--- config.mk ---
export PLATFORM = sky130hd
export DESIGN_NAME = fan_health_monitor
export DESIGN_NICKNAME = d
export VERILOG_FILES = /design/src/rtl/fan_health_monitor.sv
export SDC_FILE = /design/constraint.sdc
export NUM_CORES = 1
export LEC_CHECK = 0
export CAP_MARGIN = 5
export CORE_MARGIN = 10
export CORE_UTILIZATION = 35
export CTS_BUF_LIST = sky130_fd_sc_hd__clkbuf_4
export CTS_CLUSTER_SIZE = 12
export DETAILED_ROUTE_END_ITERATION = 6
export PLACE_DENSITY = 0.57
export SLEW_MARGIN = 20
export SYNTH_ARGS = -nofsm -noshare
export SYNTH_HDL_FRONTEND = slang
export SYNTH_SLANG_ARGS = --single-unit
--- constraint.sdc ---
create_clock -name CLK -period 7.4 [get_ports CLK]
set_input_delay 2.22 -clock CLK [delete_from_list [all_inputs] [get_ports CLK]]
set_output_delay 2.22 -clock CLK [all_outputs]
set_load 0.05 [all_outputs]
--- src/rtl/fan_health_monitor.sv ---
// fan_health_monitor: sits behind the fan controller. Smooths both tach
// readbacks with an EMA filter, flags fans running below a tolerance band of
// the commanded RPM, and drives the controller's active-low Alert_Clear with
// a bounded retry policy that latches a hard fault when retries run out.
//
// There is no valid/ready pairing on this block: every input is sampled
// continuously and the only qualifier is the internal sample strobe, which
// fires once every SAMPLE_DIV cycles. fsm_state_dbg exposes the alert FSM
// state (0 IDLE, 1 CLEAR, 2 HOLDOFF, 3 LATCHED).
module fan_health_monitor #(
  parameter int SAMPLE_DIV     = 2000,
  parameter int AVG_SHIFT      = 3,
  parameter int TOL_SHIFT      = 2,
  parameter int SETTLE_SAMPLES = 64,
  parameter int STALL_SAMPLES  = 16,
  parameter int CLEAR_CYCLES   = 50,
  parameter int RECOVER_CYCLES = 33554432,
  parameter int MAX_RETRY      = 3
) (
  input  logic        CLK,
  input  logic        RST,
  input  logic [12:0] Speed_Set,
  input  logic [13:0] FAN0_Speed,
  input  logic [13:0] FAN1_Speed,
  input  logic [3:0]  Alert_Type,
  output logic        Alert_Clear,
  output logic [13:0] FAN0_Avg,
  output logic [13:0] FAN1_Avg,
  output logic [1:0]  Fan_Fault,
  output logic        Alert_Latched,
  output logic [1:0]  Retry_Count,
  output logic [1:0]  fsm_state_dbg
);

  localparam int CNT_W   = (SAMPLE_DIV > 1) ? $clog2(SAMPLE_DIV) : 1;
  localparam int ACC_W   = 14 + AVG_SHIFT;
  localparam int SET_W   = $clog2(SETTLE_SAMPLES + 1);
  localparam int LOW_W   = $clog2(STALL_SAMPLES + 1);
  localparam int TMR_MAX = (RECOVER_CYCLES > CLEAR_CYCLES) ? RECOVER_CYCLES : CLEAR_CYCLES;
  localparam int TMR_W   = $clog2(TMR_MAX + 1);

  localparam logic [CNT_W-1:0] CNT_LAST     = CNT_W'(SAMPLE_DIV - 1);
  localparam logic [SET_W-1:0] SETTLE_INIT  = SET_W'(SETTLE_SAMPLES);
  localparam logic [LOW_W-1:0] LOW_SAT      = LOW_W'(STALL_SAMPLES);
  localparam logic [TMR_W-1:0] CLEAR_LAST   = TMR_W'(CLEAR_CYCLES - 1);
  localparam logic [TMR_W-1:0] RECOVER_LAST = TMR_W'(RECOVER_CYCLES - 1);
  localparam logic [1:0]       RETRY_MAX    = 2'(MAX_RETRY);

  typedef enum logic [1:0] {
    ST_IDLE    = 2'd0,
    ST_CLEAR   = 2'd1,
    ST_HOLDOFF = 2'd2,
    ST_LATCHED = 2'd3
  } state_t;

  // Registered copies of the inputs; everything downstream uses these.
  logic [12:0]           set_q, set_d;
  logic [12:0]           set_prev_q, set_prev_d;
  logic [1:0][13:0]      fan_q, fan_d;
  logic [3:0]            alert_q, alert_d;

  logic [CNT_W-1:0]      cnt_q, cnt_d;
  logic                  strobe;

  logic                  primed_q, primed_d;
  logic [1:0][ACC_W-1:0] acc_q, acc_d;
  logic [1:0][13:0]      avg;

  logic [SET_W-1:0]      settle_q, settle_d;
  logic [1:0][LOW_W-1:0] low_q, low_d;
  logic [12:0]           thr;
  logic                  set_changed;
  logic                  eval_en;

  state_t                state_q, state_d;
  logic [TMR_W-1:0]      tmr_q, tmr_d;
  logic [1:0]            retry_q, retry_d;
  logic                  clr_n_q, clr_n_d;

  assign avg[0]      = acc_q[0][ACC_W-1:AVG_SHIFT];
  assign avg[1]      = acc_q[1][ACC_W-1:AVG_SHIFT];
  assign strobe      = (cnt_q == CNT_LAST);
  assign set_changed = (set_q != set_prev_q);
  // Threshold stays 13 bits; it is zero-extended at the compare.
  assign thr         = set_q - (set_q >> TOL_SHIFT);
  assign eval_en     = strobe && (settle_q == '0) && (set_q != '0);

  // Input capture stage plus the one-deep history used to spot setpoint changes.
  always_comb begin
    set_d      = Speed_Set;
    set_prev_d = set_q;
    fan_d[0]   = FAN0_Speed;
    fan_d[1]   = FAN1_Speed;
    alert_d    = Alert_Type;
  end

  // Sample divider: wraps at SAMPLE_DIV-1, strobe marks the wrap cycle.
  always_comb begin
    cnt_d = cnt_q + CNT_W'(1);
    if (strobe) begin
      cnt_d = '0;
    end
  end

  // EMA filter; the very first strobe preloads so the average never ramps from 0.
  // The update cannot overflow: its true value never exceeds max_input << AVG_SHIFT.
  always_comb begin
    primed_d = primed_q;
    acc_d    = acc_q;
    if (strobe) begin
      primed_d = 1'b1;
      for (int i = 0; i < 2; i++) begin
        if (!primed_q) begin
          acc_d[i] = ACC_W'(fan_q[i]) << AVG_SHIFT;
        end else begin
          acc_d[i] = acc_q[i] + ACC_W'(fan_q[i]) - (acc_q[i] >> AVG_SHIFT);
        end
      end
    end
  end

  // Settle window and per-fan consecutive-low counters (saturating).
  always_comb begin
    settle_d = settle_q;
    low_d    = low_q;
    if (set_changed) begin
      settle_d = SETTLE_INIT;
      low_d    = '0;
    end else begin
      if (strobe && (settle_q != '0)) begin
        settle_d = settle_q - SET_W'(1);
      end
      if (set_q == '0) begin
        low_d = '0;
      end else if (eval_en) begin
        for (int i = 0; i < 2; i++) begin
          if (avg[i] < {1'b0, thr}) begin
            low_d[i] = (low_q[i] == LOW_SAT) ? low_q[i] : (low_q[i] + LOW_W'(1));
          end else begin
            low_d[i] = '0;
          end
        end
      end
    end
  end

  // Alert clear FSM: next state, timer, retry count and registered clear level.
  always_comb begin
    state_d = state_q;
    tmr_d   = tmr_q;
    retry_d = retry_q;
    clr_n_d = clr_n_q;
    case (state_q)
      ST_IDLE: begin
        if (alert_q != '0) begin
          state_d = ST_CLEAR;
          retry_d = retry_q + 2'd1;
          tmr_d   = '0;
          clr_n_d = 1'b0;
        end
      end
      ST_CLEAR: begin
        if (tmr_q == CLEAR_LAST) begin
          state_d = ST_HOLDOFF;
          tmr_d   = '0;
          clr_n_d = 1'b1;
        end else begin
          tmr_d = tmr_q + TMR_W'(1);
        end
      end
      ST_HOLDOFF: begin
        // Alert_Type is only looked at once the recovery window expires.
        if (tmr_q == RECOVER_LAST) begin
          tmr_d = '0;
          if (alert_q == '0) begin
            state_d = ST_IDLE;
            retry_d = '0;
          end else if (retry_q < RETRY_MAX) begin
            state_d = ST_CLEAR;
            retry_d = retry_q + 2'd1;
            clr_n_d = 1'b0;
          end else begin
            state_d = ST_LATCHED;
          end
        end else begin
          tmr_d = tmr_q + TMR_W'(1);
        end
      end
      ST_LATCHED: begin
        clr_n_d = 1'b1;
      end
      default: begin
        state_d = ST_IDLE;
        tmr_d   = '0;
        retry_d = '0;
        clr_n_d = 1'b1;
      end
    endcase
  end

  // All state registers, synchronous active-high reset.
  always_ff @(posedge CLK) begin
    if (RST) begin
      set_q      <= '0;
      set_prev_q <= '0;
      fan_q      <= '0;
      alert_q    <= '0;
      cnt_q      <= '0;
      primed_q   <= 1'b0;
      acc_q      <= '0;
      settle_q   <= SETTLE_INIT;
      low_q      <= '0;
      state_q    <= ST_IDLE;
      tmr_q      <= '0;
      retry_q    <= '0;
      clr_n_q    <= 1'b1;
    end else begin
      set_q      <= set_d;
      set_prev_q <= set_prev_d;
      fan_q      <= fan_d;
      alert_q    <= alert_d;
      cnt_q      <= cnt_d;
      primed_q   <= primed_d;
      acc_q      <= acc_d;
      settle_q   <= settle_d;
      low_q      <= low_d;
      state_q    <= state_d;
      tmr_q      <= tmr_d;
      retry_q    <= retry_d;
      clr_n_q    <= clr_n_d;
    end
  end

  assign FAN0_Avg      = avg[0];
  assign FAN1_Avg      = avg[1];
  assign Fan_Fault[0]  = (low_q[0] == LOW_SAT) && (set_q != '0);
  assign Fan_Fault[1]  = (low_q[1] == LOW_SAT) && (set_q != '0);
  assign Alert_Clear   = clr_n_q;
  assign Alert_Latched = (state_q == ST_LATCHED);
  assign Retry_Count   = retry_q;
  assign fsm_state_dbg = state_q;

endmodule
==> results.yml, run 1 <==
status:
  status: "finished clean"
place:
  place_congestion: 0.883
  port_buffers: 82
  dp_hpwl_um: 16900
power_and_ir_drop:
  clkPwrFrac_pct: 29.9
  power.density_mw_per_mm2: 175
  p_sw_mw: 0.607
  ir_drop_uv: 151
  leakagePower_nw: 4.33
  internal-power_mw: 1.28
  power_frac_seq_pct: 46.3
  pwr-share-comb_pct: 23.8
  swShare_pct: 32.2
sta:
  fin_setup_tns_ns: 0
  hold_slack_ns: 0.466
  rsz0062_at_grt: "false"
  slew_headroom_pct: 35.4
  drv_slew: 0
  finalCritPeriodShare_pct: 67.4
  tightestPinTransition_ns: 0.962
  hold_viol_final: 0
  setup_violations: 0
  max_freq_ghz: 0.201
  fin_crit_ns: 4.98
  fin_skew_ns: 0.0250
global_route:
  track_usage_pct: 13.3
  grt_pass1_wl_um: 36400
  antenna_found_initial: 1
  grt_max_degree: 58
  grt_overflow_total: 0
  first_global_vias: 7411
floorplan:
  die_x_um: 184
  start_util_pct: 35.4
  die_h_um: 184
  core_mm2: 0.0267
  placementRows: 60
  io_pins: 83
  die_area_mm2: 0.0340
routing:
  viasPerCell: 4.83
  drt-pass1-iter-count: 5
  drc: 0
  drt_wl_total_um: 21900
  routedWlPerCell_um: 14.5
  vias: 7281
  ant_nets: 0
  drt_iter0_drc: 273
yosys:
  synth_edf_count: 0
  syn_area_per_cell_um2: 8.58
  seq_area_frac_synth_pct: 32.2
  synth.yosys.warnings: 0
  netlist_area_mm2: 0.00945
  synth_seq_cells: 152
  synthArstFlopShare_pct: 0
  syn_inst: 1102
  synthFlopType: "dfxtp_1"
  yosysUniqueCellTypes: 63
  synthesis.nets: 1258
clocking:
  ctsResizeCount: 0
  cts.sinks: 152
  clockRootBuffer: "clkbuf_4"
  clk_path_buf_depth: 2
  numCtsBuffers: 17
  clk_latency_ns: 0.57
  postCtsSetupBuffers: 0
  htree_num_levels: 4
  cts.clk_slew.worst_paths_ns: 0.15
  cts_tree: "built"
  ctsHoldBuffers: 0
setup_path:
  cpPeakStageDelay_ns: 0.73
  crit_top_cell: "nor4_1"
  critPathRequiredTime_ns: 5.18
  crit_path_top_delay_cell: "clkdlybuf4s50_1"
  crit_chain: "nor4_1, nand4_1, nor4_1, nor2_1, clkdlybuf4s50_1"
  cp.arrival_ns: 2.76
  cp_max_fo: 4
  crit_type: "reg2out"
  start_kind: "flop"
  cp-end-kind: "output port"
cells_and_area:
  drive_gt1_share_pct: 4.12
  nets: 1308
  syn_to_final_growth_pct: 13.6
worst_hold_path:
  holdCritPathClass: "reg2reg"
run:
  cap_violations: 0
## worst max-delay path: cells and delay by family, from the launching register on
family | cells | cell delay [ns]
buf+inv | 1 | 0.73
simple gates | 4 | 1.09
flops | 1 | 0.38
## cells by family after synthesis
logic type,Yosys count,share of synthesized area [%]
flip-flops,152,32.2
multiplexers,21,2.26
AO/OA/AOI/OAI,204,13.9
adder cells (fa/ha/maj),112,17.1
XOR/XNOR,84,7.78
buffers and inverters,210,9.45
AND/OR/NAND/NOR,319,17.4
## state kept, by name (all words and copies together), names as in the netlist, 2 cells and up
| register | flops |
|---|---|
| Retry_Count | 2 |
| fsm_state_dbg | 2 |
| settle_q | 7 |
| fan_q | 28 |
| low_q | 10 |
| tmr_q | 26 |
| FAN1_Avg | 14 |
| set_prev_d | 13 |
| acc_q | 6 |
| set_prev_q | 13 |
| cnt_q | 11 |
| alert_q | 4 |
| FAN0_Avg | 14 |
## per-stage QoR
stage	setup slack [ns]	instances	instance area, um^2	power, mW	utilization [%]
finish	2.42	1507	10700	1.88	40.2
global route	2.11	1507	10700	2.01	40.2
CTS	2.31	1506	10700	1.92	40.1
detailed placement	2.69	1474	10400	1.34	39.0
global placement	2.79	1474	10400	1.34	39.0
floorplan	3.23	1102	9450	1.22	-
## per-layer routing
metal	up-vias	global-route usage, %	share of wire, %
li1	3765	-	-
met1	3397	16.2	48
met2	103	22.5	47
met3	16	3.37	3.9
met4	0	3.67	1.4
met5	-	0	0
## worst paths after layout
kind,startpoint,endpoint,slack (ns),cells past startpoint
min,cnt_q[0],cnt_q[0],0.47,1
min reg2reg,cnt_q[0],cnt_q[0],0.47,1
max,set_prev_d[12],Fan_Fault[0],2.42,5
max reg2reg,set_prev_d[3],low_q[3],2.91,17
## area by class of cell
| type | instances | area (um^2) |
|---|---|---|
| Inverter | 154 | 578 |
| Clock inverter | 15 | 178 |
| Tap cell | 341 | 427 |
| Fill cell | 2722 | 16000 |
| Clock buffer | 17 | 128 |
| Sequential cell | 152 | 3040 |
| Timing Repair Buffer | 87 | 856 |
| Multi-Input combinational cell | 740 | 5520 |
| Antenna cell | 1 | 2.50 |
## power by group through the flow
| stage | Combinational, mW | Clock (mW) | Sequential [mW] |
|---|---|---|---|
| after global routing | 0.509 | 0.620 | 0.877 |
| after CTS | 0.454 | 0.590 | 0.873 |
| final | 0.448 | 0.563 | 0.872 |
| after detailed placement | 0.450 | 0 | 0.891 |
| after global placement | 0.447 | 0 | 0.891 |
| after floorplan | 0.297 | 0 | 0.921 |
## synthesized netlist by cell type, types with 3 or more instances
master	number	share of area (%)
nand2b_1	13	0.86
nor3_1	15	0.79
and3_1	9	0.60
dfxtp_1	152	32
fa_1	29	6.1
clkbuf_1	23	0.91
o31ai_1	4	0.32
mux2i_1	18	1.9
nor2b_1	50	3.3
or3_1	15	0.99
nand2_1	38	1.5
a31oi_1	8	0.53
nand4_1	10	0.66
o211a_1	3	0.32
o21ai_0	44	2.3
and4_1	3	0.28
o21bai_1	3	0.24
ha_1	80	11
o211ai_1	5	0.40
xnor2_1	41	3.8
buf_1	5	0.20
o31a_1	3	0.28
nand3_1	25	1.3
mux2_2	3	0.36
nor4_1	13	0.86
inv_1	153	6.1
nor4b_1	3	0.28
a21oi_1	50	2.6
xor2_1	43	4.0
buf_4	28	2.2
nor3b_1	3	0.24
nor2_1	105	4.2
a211oi_1	34	2.7
o21a_1	10	0.79
a21o_1	20	1.6
a311oi_1	5	0.46
## layout by cell type, fill, tap and decap left out, drive strengths merged, types with 4 or more instances in the layout
master / n
buf: 6
or3: 15
a21o: 20
nand3: 25
o21ai: 46
inv: 156
a21oi: 51
clkinv: 9
clkbuf: 17
nor2: 105
nor2b: 50
o211ai: 5
nand2b: 13
ha: 80
nand2: 39
fa: 29
nor3: 15
and3: 9
xor2: 43
mux2i: 18
clkdlybuf4s50: 81
a31oi: 8
xnor2: 41
a211oi: 34
nor4: 13
a311oi: 5
o21a: 10
nand4: 10
dfxtp: 152
o31ai: 4
and2: 4
Note: power is estimated with default switching activity, not from simulation.
==> run 2: changes to the inputs <==
Settings changed: PLACE_DENSITY 0.57 to 0.59.
Clock period 7.4 ns to 4.2 ns, I/O delays scaled along.
==> run 2 against run 1 <==
  * Combinational power rose by 88%
  * Clock skew fell by 0.0031 ns
  * Die area did not move
  * Final area rose by 3.2%
  * First-iteration DRC count rose by 14%
  * Non-clock buffer count rose by 26
  * Worst setup slack got worse by 2.3 ns
  * Register-to-register slack got worse by 2.8 ns
  * Final cell count rose by 1.7%
==> results.yml, run 2 (synthesized netlist as in run 1, its figures left out) <==
power_and_ir_drop:
  leakagePower_nw: 4.51
  ir_drop_uv: 273
  clkPwrFrac_pct: 29.5
  internal-power_mw: 2.25
  power.density_mw_per_mm2: 305
  power_frac_seq_pct: 45.5
  pwr-share-comb_pct: 25.0
  power_mw: 3.38
  swShare_pct: 33.4
  p_sw_mw: 1.13
sta:
  fin_skew_ns: 0.0219
  setup_violations: 0
  slew_headroom_pct: 35.0
  max_freq_ghz: 0.245
  drv_slew: 0
  fin_crit_ns: 4.08
  hold_slack_ns: 0.484
  hold_viol_final: 0
  worst_slack_ns: 0.124
  finalCritPeriodShare_pct: 97.0
  tightestPinTransition_ns: 0.975
place:
  port_buffers: 82
  dp_slack_ns: -0.121
  place_congestion: 0.856
  dp_hpwl_um: 16800
global_route:
  grt_pass1_wl_um: 36600
  antenna_found_initial: 1
  track_usage_pct: 13.3
  grt_max_degree: 100
  first_global_vias: 7491
  grt_overflow_total: 0
clocking:
  ctsHoldBuffers: 0
  cts_tree: "built"
  numCtsBuffers: 17
  clockRootBuffer: "clkbuf_4"
  htree_num_levels: 4
  cts.clk_slew.worst_paths_ns: 0.14
  cts.sinks: 152
  clk_latency_ns: 0.57
  clk_path_buf_depth: 2
floorplan:
  io_pins: 83
  placementRows: 60
  die_area_mm2: 0.0340
  start_util_pct: 35.4
  die_h_um: 184
  die_x_um: 184
  core_mm2: 0.0267
routing:
  drt-met1-wl_um: 10600
  dr_wl_met3_um: 768
  highest_layer: "met4"
  routedWlPerCell_um: 14.5
  ant_nets: 0
  vias: 7434
  viasPerCell: 4.85
  drt_wl_total_um: 22300
  met2_length_um: 10600
  drt-pass1-iter-count: 4
  drc: 0
  drt_iter0_drc: 311
cells_and_area:
  largestRegisters: "fan_q (28), tmr_q (26)"
  largest_register_ffs: 28
  final_cell_mix: "inv_1 (151), dfxtp_1 (149), nor2_1 (105)"
  final_util_pct: 41.4
  nets: 1334
  multiInputGateArea_mm2: 0.00565
  syn_to_final_growth_pct: 17.2
  fill_cells: 2696
  final_common_cell: "inv_1"
  seqCellArea_mm2: 0.00305
  drive_gt1_share_pct: 8.56
  largest_register: "fan_q"
setup_path:
  critPathRequiredTime_ns: 4.69
  crit_type: "reg2reg"
  crit_start: "set_prev_d[2]"
  cp.arrival_ns: 4.57
  start_kind: "flop"
  cp_max_fo: 4
  cp-end-kind: "flop"
  r2r-start: "set_prev_d[2]"
worst_hold_path:
  holdCritPathClass: "reg2reg"
  hp-start: "cnt_q[0]"
run:
  cap_violations: 0
status:
  status: "finished clean"
==> run 2: worst paths after layout <==
| check | endpoint | slack, ns | cells past startpoint |
|---|---|---|---|
| max reg2reg | low_q[2] | 0.12 | 17 |
| min reg2reg | cnt_q[0] | 0.48 | 1 |
| min | cnt_q[0] | 0.48 | 1 |
| max | low_q[2] | 0.12 | 17 |
==> run 2: critical path: stages, from the launching register on <==
cell and delay (ns):
dfxtp_1 0.41, ha_2 0.22, buf_4 0.12, nor2b_4 0.03
o21ai_2 0.13, nand2_1 0.09, a21o_1 0.19, a21oi_2 0.14
xor2_1 0.21, ha_1 0.31, a2111oi_4 0.37, a21oi_2 0.09
maj3_2 0.29, a31o_1 0.19, maj3_2 0.31, and2_4 0.15
or4b_4 0.52, o31ai_2 0.22
==> run 2: layer usage <==
layer	track usage [%]	vias up
li1	-	3836
met1	16.4	3467
met2	22.6	107
met3	3.17	24
met4	3.74	0
met5	0	-
==> run 2: final cells by class <==
class,instances,area share [%]
Clock buffer,17,1.15
Tap cell,341,3.85
Clock inverter,15,1.63
Inverter,154,5.22
Antenna cell,1,0.0226
Sequential cell,152,27.5
Timing Repair Buffer,113,9.63
Multi-Input combinational cell,740,51.0
==> run 2: stage by stage <==
stage          instances  area (um^2)  setup TNS (ns)
5_1_grt             1533        11100          -0.122
4_1_cts             1529        11000               0
3_3_place_gp        1495        10600        -0.00904
6_report            1533        11100               0
3_5_place_dp        1495        10600          -0.330
2_1_floorplan       1102         9450               0
==> run 2: timing repair <==
item                                    in CTS  in global routing
resized for setup                            9                 24
pin swaps                                    5                 18
setup buffers                                2                  3
endpoints found under the setup margin       6                  9
==> run 2: power by group through the flow <==
stage	sequential, mW	combinational, mW	clock [mW]
finish	1.54	0.844	0.999
global route	1.55	0.949	1.10
CTS	1.54	0.832	1.04
global placement	1.57	0.810	0
detailed placement	1.57	0.815	0
floorplan	1.62	0.523	0
==> run 3: changes to the inputs <==
Clock period 4.2 ns to 3.3 ns, I/O delays scaled along.
==> run 3 against run 2 <==
  * The flow now finishes with violations (setup timing)
  * Critical path type unchanged
  * Power increased by 39%
  * Final cell count increased by 5.3%
  * Highest routed layer unchanged
  * Sequential power increased by 27%
  * First-iteration DRC count increased by 15%
  * Worst setup slack got worse by 0.81 ns
  * Final area increased by 8.2%
  * Critical path depth unchanged
==> results.yml, run 3 (synthesized netlist as in run 1, its figures left out) <==
sta:
  fin_crit_ns: 3.98
  tightestPinTransition_ns: 0.742
  drv_slew: 0
  worst_slack_ns: -0.685
  rsz0062_at_grt: "true"
  setup_violations: 10
  hold_viol_final: 0
  hold_slack_ns: 0.459
  slew_headroom_pct: 50.5
  max_freq_ghz: 0.251
  finalCritPeriodShare_pct: 121
  fin_skew_ns: 0.0206
place:
  dp_slack_ns: -0.694
  dp_hpwl_um: 17900
  place_inst: 1569
  port_buffers: 82
  place_congestion: 0.843
setup_path:
  cpPeakStageDelay_ns: 0.56
  setup.worst_path.end: "low_q[2]"
  crit_start: "set_prev_d[3]"
  crit_path_top_delay_cell: "or4b_4"
  cp-end-kind: "flop"
  reg2reg_to: "low_q[2]"
  crit_type: "reg2reg"
  critPathRequiredTime_ns: 3.77
  r2r-start: "set_prev_d[3]"
  r2r_slack_ns: -0.68
  start_kind: "flop"
  crit_chain: "inv_4, ha_4, nor2b_4, o21ai_2, nand2_1, a21o_1, a21oi_2, xor2_1, ha_1, a2111oi_4, a21oi_2, maj3_2, a31o_1, maj3_2, and2_4, or4b_4, o31ai_2"
  cp.arrival_ns: 4.46
  cp_max_fo: 4
  r2r_cells: 17
clocking:
  numCtsBuffers: 17
  cts_tree: "built"
  cts.clk_slew.worst_paths_ns: 0.14
  clockRootBuffer: "clkbuf_4"
  clk_latency_ns: 0.55
  clk_path_buf_depth: 2
  cts.sinks: 152
  ctsHoldBuffers: 0
  htree_num_levels: 4
status:
  status: "finished, violations left"
  violations: "setup timing"
cells_and_area:
  instances_no_fill: 1614
  nets: 1417
  final_util_pct: 44.8
  largestRegisters: "fan_q (28), tmr_q (26)"
  largest_register_ffs: 28
  largest_register: "fan_q"
  final_cell_mix: "inv_1 (151), dfxtp_1 (137), buf_4 (114)"
  final_common_cell: "inv_1"
  syn_to_final_growth_pct: 26.8
  drive_gt1_share_pct: 17.2
routing:
  drt_iter0_drc: 357
  drt_wl_total_um: 23500
  routedWlPerCell_um: 14.6
  vias: 7773
  viasPerCell: 4.82
  drt-pass1-iter-count: 5
  drc: 0
  ant_nets: 0
worst_hold_path:
  hp-start: "cnt_q[0]"
  holdCritPathClass: "reg2reg"
global_route:
  antenna_found_initial: 1
  track_usage_pct: 13.9
  grt_overflow_total: 0
  grt_pass1_wl_um: 38400
  first_global_vias: 7762
  grt_max_degree: 69
floorplan:
  io_pins: 83
  placementRows: 60
  die_x_um: 184
  die_area_mm2: 0.0340
  die_h_um: 184
  start_util_pct: 35.4
  core_mm2: 0.0267
power_and_ir_drop:
  leakagePower_nw: 4.98
  power.density_mw_per_mm2: 393
  ir_drop_uv: 436
  power_mw: 4.70
run:
  cap_violations: 0
==> run 3: cell count changes in the layout (fill, tap and decap cells not counted), sizes merged <==
cell / previous run / this run
bufinv: 2 / 7
clkinv: 2 / 3
clkdlybuf4s50: 80 / 79
dlymetal6s2s: 1 / 0
inv: 163 / 155
buf: 32 / 117
==> run 3: layout make-up <==
cell class | count | area (um^2)
clock buffers | 17 | 128
flip-flops and latches | 152 | 3070
clock inverters | 13 | 251
inverters | 154 | 581
multi-input cells | 740 | 5830
repair buffers | 196 | 1690
fillers | 2654 | 14700
well taps | 341 | 427
diodes | 1 | 2.50
==> run 3: timing repair <==
item	CTS	global route
pin swaps	16	34
endpoints found under the hold margin	0	0
setup endpoints to repair	14	21
gates resized for setup	28	36
setup buffers	4	11
==> run 3: where the power goes <==
part | total (mW) | internal [mW] | switching, mW | leakage [nW]
clock network | 1.52 | 0.821 | 0.699 | 0.192
registers | 1.95 | 1.90 | 0.0529 | 1.25
logic | 1.23 | 0.593 | 0.637 | 3.54
==> run 3: layer usage <==
| metal | up-vias | global-route usage (%) | wire [um] |
|---|---|---|---|
| met2 | 109 | 24.3 | 11700 |
| met4 | 0 | 3.31 | 301 |
| met3 | 18 | 3.39 | 957 |
| met1 | 3655 | 16.7 | 10600 |
| met5 | - | 0 | 0 |
| li1 | 3991 | - | - |
==> run 3: metrics by stage <==
step | cell area, um^2 | TNS, ns
6_report | 12000 | -4.05
5_1_grt | 12000 | -5.84
4_1_cts | 11800 | -3.71
3_5_place_dp | 11200 | -4.75
3_3_place_gp | 11200 | -3.99
2_1_floorplan | 9550 | -1.94
==> run 3: critical path, delay by kind of cell (launching register included) <==
| kind | cells | cell delay (ns) |
|---|---|---|
| simple gates | 4 | 0.92 |
| fa+ha+maj | 4 | 1.11 |
| compound gates | 7 | 1.29 |
| xor+xnor | 1 | 0.20 |
| buf+inv | 1 | 0.04 |
| flops | 1 | 0.38 |
==> run 3: how the worst min path moves through the flow <==
stage | cells past startpoint | slack (ns) | end
after detailed placement | 1 | 0.44 | cnt_q[0]
after global routing | 1 | 0.48 | cnt_q[0]
after global placement | 1 | 0.43 | cnt_q[0]
final | 1 | 0.46 | cnt_q[0]
after floorplan | 1 | 0.42 | cnt_q[0]
after CTS | 1 | 0.46 | cnt_q[0]
